$ cat src/rtl/mem_dump_tx.sv
// mem_dump_tx
//
// Streams a range of data-memory words out of a UART transmitter (8N1,
// LSB first, idle high).  Each word is LANES bytes wide and goes out as
// LANES back-to-back frames, lane 0 first.  A dump covers the word
// addresses first_addr..last_addr inclusive.
//
// Ports
//   clock       single clock, rising edge
//   rst         synchronous active-high reset (has priority over start)
//   start       begin a dump; only looked at while idle
//   first_addr  first word address, captured when start is accepted
//   last_addr   last word address (inclusive), captured with first_addr
//   mem_addr    registered read address to the shared data memory
//   mem_q       read data; lane k is bits [8k+7:8k]
//   uart_tx     serial output
//   busy        high whenever a dump is in progress
//   done        one-cycle pulse in the first idle cycle after a dump
//   range_err   one-cycle pulse when a start is refused (last < first)
//
// Per word the sequence is: RD_ADDR, RD_WAIT, then LANES frames of
// 10*CLKS_PER_BIT cycles, then one NEXT cycle.  The memory is allowed two
// edges of read latency after mem_addr changes.
module mem_dump_tx #(
    parameter int CLKS_PER_BIT = 16,
    parameter int LANES        = 4
) (
    input  logic                 clock,
    input  logic                 rst,
    input  logic                 start,
    input  logic [15:0]          first_addr,
    input  logic [15:0]          last_addr,
    output logic [15:0]          mem_addr,
    input  logic [8*LANES-1:0]   mem_q,
    output logic                 uart_tx,
    output logic                 busy,
    output logic                 done,
    output logic                 range_err
);

    localparam int              LW        = (LANES > 1) ? $clog2(LANES) : 1;
    localparam logic [9:0]      BIT_LAST  = 10'(CLKS_PER_BIT - 1);
    localparam logic [LW-1:0]   LANE_LAST = LW'(LANES - 1);

    typedef enum logic [2:0] {
        IDLE,
        RD_ADDR,
        RD_WAIT,
        START_BIT,
        DATA_BITS,
        STOP_BIT,
        NEXT
    } state_t;

    state_t               state;
    logic [15:0]          last_q;    // latched end address of the dump
    logic [8*LANES-1:0]   word_q;    // current word; lane being sent sits in [7:0]
    logic [7:0]           byte_sr;   // remaining data bits of the current frame
    logic [LW-1:0]        lane;
    logic [2:0]           bit_idx;
    logic [9:0]           bit_cnt;   // cycles within the current bit
    logic                 bit_end;

    // The counter restarts from zero at every bit boundary, so the bit
    // period never accumulates error across a long dump.
    assign bit_end = (bit_cnt == BIT_LAST);

    always_ff @(posedge clock) begin
        if (rst) begin
            state     <= IDLE;
            mem_addr  <= 16'h0000;
            last_q    <= 16'h0000;
            word_q    <= '0;
            byte_sr   <= 8'h00;
            lane      <= '0;
            bit_idx   <= 3'd0;
            bit_cnt   <= 10'd0;
            uart_tx   <= 1'b1;
            busy      <= 1'b0;
            done      <= 1'b0;
            range_err <= 1'b0;
        end else begin
            done      <= 1'b0;
            range_err <= 1'b0;

            case (state)
                IDLE: begin
                    if (start) begin
                        if (last_addr >= first_addr) begin
                            // mem_addr doubles as the captured first address.
                            mem_addr <= first_addr;
                            last_q   <= last_addr;
                            busy     <= 1'b1;
                            state    <= RD_ADDR;
                        end else begin
                            range_err <= 1'b1;
                        end
                    end
                end

                RD_ADDR: begin
                    state <= RD_WAIT;
                end

                RD_WAIT: begin
                    // Two edges after the address update: read data is valid.
                    word_q  <= mem_q;
                    lane    <= '0;
                    bit_cnt <= 10'd0;
                    uart_tx <= 1'b0;
                    state   <= START_BIT;
                end

                START_BIT: begin
                    if (bit_end) begin
                        bit_cnt <= 10'd0;
                        bit_idx <= 3'd0;
                        uart_tx <= word_q[0];
                        byte_sr <= {1'b0, word_q[7:1]};
                        state   <= DATA_BITS;
                    end else begin
                        bit_cnt <= bit_cnt + 10'd1;
                    end
                end

                DATA_BITS: begin
                    if (bit_end) begin
                        bit_cnt <= 10'd0;
                        if (bit_idx == 3'd7) begin
                            uart_tx <= 1'b1;
                            state   <= STOP_BIT;
                        end else begin
                            bit_idx <= bit_idx + 3'd1;
                            uart_tx <= byte_sr[0];
                            byte_sr <= byte_sr >> 1;
                        end
                    end else begin
                        bit_cnt <= bit_cnt + 10'd1;
                    end
                end

                STOP_BIT: begin
                    if (bit_end) begin
                        bit_cnt <= 10'd0;
                        if (lane != LANE_LAST) begin
                            // Next lane follows immediately: no idle gap.
                            lane    <= lane + 1'b1;
                            word_q  <= word_q >> 8;
                            uart_tx <= 1'b0;
                            state   <= START_BIT;
                        end else begin
                            state <= NEXT;
                        end
                    end else begin
                        bit_cnt <= bit_cnt + 10'd1;
                    end
                end

                NEXT: begin
                    // Compare before incrementing so a dump ending at 0xFFFF
                    // stops there instead of wrapping to 0x0000.
                    if (mem_addr == last_q) begin
                        busy  <= 1'b0;
                        done  <= 1'b1;
                        state <= IDLE;
                    end else begin
                        mem_addr <= mem_addr + 16'd1;
                        state    <= RD_ADDR;
                    end
                end

                default: begin
                    state <= IDLE;
                end
            endcase
        end
    end

endmodule

$ cat config.mk
export PLATFORM = sky130hd
export DESIGN_NAME = mem_dump_tx
export DESIGN_NICKNAME = d
export VERILOG_FILES = /design/src/rtl/mem_dump_tx.sv
export SDC_FILE = /design/constraint.sdc
export NUM_CORES = 1
export LEC_CHECK = 0
export ABC_AREA = 1
export ABC_CLOCK_PERIOD_IN_PS = 2400
export BUFFER_PORTS_ARGS = -buffer_cell sky130_fd_sc_hd__buf_2
export CAP_MARGIN = 10
export CORE_MARGIN = 2
export CORE_UTILIZATION = 45
export DETAILED_ROUTE_END_ITERATION = 6
export PLACE_DENSITY_LB_ADDON = 0.3
export SLEW_MARGIN = 20
export SYNTH_ARGS = -nofsm -noshare
export SYNTH_HDL_FRONTEND = slang
export SYNTH_SLANG_ARGS = --single-unit
export TNS_END_PERCENT = 50
$ cat constraint.sdc
create_clock -name clock -period 2.4 [get_ports clock]
set_input_delay 0.12 -clock clock [delete_from_list [all_inputs] [get_ports clock]]
set_output_delay 0.12 -clock clock [all_outputs]
set_load 0.005 [all_outputs]
==> results.md <==
* Effective utilization at floorplan at 46.2%
* Post-Synthesis Cells at 730
* Area leader, netlist: dfxtp_1
* Yosys cell types at 34
* Max Root-Sink Buffers at 2
* Port buffer count at 86
* Post-route worst setup slack at 0.361 ns
* Crit path required time at 2.70 ns
* Critical Path Source Type: flip-flop
* Final wirelength at 12,600 µm
* Register bit count reported by yosys at 93
* Post-synth net total at 818
* Average wire per standard cell at 13.1 µm
* Worst EP arrival at 2.34 ns
* Period utilization at 84.9%
* DR vias/cell at 5.27
* Worst slew margin at 62.9%
* CP endpoint kind: flip-flop
* Met3 WL post-DR at 718 µm
* Row Count at 38
* Overall power at 5.28 mW
* Reg clk slew, reported paths at 0.09 ns
* Top FF cell, synth: dfxtp_1
* Die width at 110 µm
* Slew at the pin with the worst max-slew slack at 0.557 ns
* Gpl congestion at 0.854
* 1st-iter DRT viols at 320
* Routed Antenna Nets at 0
* DP Cell Count at 934
* Ports at 87
* Sequential Power Share at 42.7%
* Combinational power share at 34.4%
* GR Util All Layers at 22.4%
* Crit path kind: reg -> reg
* Layout Utilization at 54.3%
* Largest net degree at the start of global routing at 56
* Die H at 110 µm
* Seq/Total Area, Yosys at 37.0%
* Final hold violations at 0
* Post-synthesis compound-gate area fraction at 15.5%
* Asr flop ratio synth at 0%
* Worst setup slack after placement at 0.364 ns
* Sw frac at 38.4%
* RSZ-0062 raised after global routing: false
* Status: completed
* Leakage at 2.62 nW
* Number of max-cap violations at 0
* Area Overhead vs Synth at 17.6%
* Detailed placer's ending HPWL at 8980 µm
* Fin nets at 905
* Share of post-route cells with drive strength above 1 at 16.7%
* Largest family of logic cells by synthesized area: simple AND/OR/NAND/NOR gates
* Number of synthesized flops with an enable pin at 0
* TritonCTS Sinks at 93
* Multi-input gate area at 2760 µm²
* Routed wl met2 at 5890 µm
* Post-synthesis mux area share at 0%
* Max Slew Vio Count at 0
* Die ar. at 12,000 µm²
* Switch Pwr at 2.03 mW
* Sum Neg Setup Slack at 0 ns
* Clock network power share at 22.9%
* Highest routed layer: met4
* Core box area at 10,900 µm²
* Gr ovfl total at 0
* Clock Latency Late Sink at 0.38 ns
* Initial antenna violation count at 0
* Post-Synth XOR/XNOR Area at 3.83%
* Adder-Cell Fraction of Synth Area at 5.23%
* Worst clock skew at 0.0103 ns
* Root buffer cell: clkbuf_8
* CTS tree: done
* Post-route DRC at 0
* H-Tree Depth at 3
* Final min period at 2.04 ns
* Vias at 5,069
* Layout Cells excl Fill at 962
* HP Class: in -> reg
* Mapped Area at 5030 µm²
* Fmax at 491 MHz
* Cell area power density at 893 nW/µm²
* Syn Area/Cell at 6.89 µm²
* P_int at 3.25 mW
* TritonRoute pass-1 iters at 6
* Wl on met1 at 5850 µm
* First-pass GRT wire length at 21,600 µm
* Post-CTS setup buffer count at 0
* Vias in the first global route at 4,804
* Area contributors post-synth: dfxtp_1 37%, nand2_1 14%, nand3_1 5.3%
* Top-count cell post-synth: nand2_1
* Commonest cells post-synth: 189 x nand2_1, 93 x dfxtp_1, 69 x nor2_1
* Num CTS Buffers at 9
* Final setup viols at 0
* Top-area cell type share of the netlist area at 37.0%
* Critical-path maximum fanout at 35
* Fill count at 1,041
* Synth Area in Simple Gates at 30.4%
* VDD IR max at 430 µV
* Ant. Diodes at 0
* Register area at 1860 µm²
* Yosys warnings at 0
==> repair_timing <==
action	in CTS	in global routing
hold buffers	9	3
endpoints found under the hold margin	9	3
gates resized for setup	0	0
endpoints found under the setup margin	0	0
==> cells by family after synthesis <==
kind of cell,count (synthesis)
AOI/OAI and AO/OA,145
xor gates and xnor gates,22
adders and majority gates,21
buffers and inverters,96
DFF,93
and+or+nand+nor,353
==> power by group through the flow <==
| stage | Combinational [mW] | Clock, mW | Sequential (mW) |
|---|---|---|---|
| 2_1_floorplan | 1.35 | 0 | 2.20 |
| 5_1_grt | 2.09 | 1.29 | 2.31 |
| 4_1_cts | 1.82 | 1.23 | 2.25 |
| 3_3_place_gp | 1.75 | 0 | 2.27 |
| 3_5_place_dp | 1.80 | 0 | 2.28 |
| 6_report | 1.82 | 1.21 | 2.26 |
==> layout by cell type, fill, tap and decap left out, types with 12 or more instances in the layout <==
cell and instances:
o21ai_1 26, buf_2 86, nor2_1 69, a31oi_1 30, nand3_1 53, ha_1 21, dfxtp_1 93, o21ai_0 38
dlygate4sd3_1 12, a21oi_1 47, inv_1 53, nand2_1 189, xor2_1 13
==> metrics by stage <==
step	hold WS, ns	area (µm²)
final	0.0126	5910
after floorplan	0.281	5030
after CTS	0.000281	5880
after global placement	0.391	5570
after global routing	0.00347	5910
after detailed placement	0.398	5570
==> area by class of cell <==
| cell class | instances | share of cell area, % |
|---|---|---|
| Clock buffer | 9 | 2.09 |
| Multi-Input combinational cell | 541 | 46.7 |
| Tap cell | 140 | 2.96 |
| Sequential cell | 93 | 31.5 |
| Clock inverter | 7 | 1.74 |
| Timing Repair Buffer | 110 | 11.0 |
| Inverter | 62 | 3.98 |
==> per-layer routing <==
layer	track usage, %	up-vias
li1	-	2599
met1	30.7	2315
met2	36.2	146
met3	4.15	9
met4	6.24	0
met5	0	-
==> worst max-delay path, stage by stage, from the launching register on <==
cell and delay [ns]:
dfxtp_1 0.43, inv_2 0.09, nand3_4 0.09, buf_4 0.33, nor2_1 0.14, nor2_4 0.38, buf_12 0.23, o21ai_1 0.08
a31oi_1 0.18
==> final timing paths <==
| path | slack [ns] | endpoint | start | cells after the start |
|---|---|---|---|---|
| min reg2reg | 0.47 | word_q[24] | word_q[24] | 2 |
| max | 0.36 | word_q[4] | state[1] | 8 |
| min | 0.01 | word_q[18] | mem_q[18] | 3 |
| max reg2reg | 0.36 | word_q[4] | state[1] | 8 |
==> sequential cells by signal (all words and copies together) (netlist names), 2 cells and up <==
name	cells
word_q	32
last_q	16
mem_addr	16
bit_cnt	10
byte_sr	7
bit_idx	3
state	3
lane	2
(Power assumes the default switching activity.)
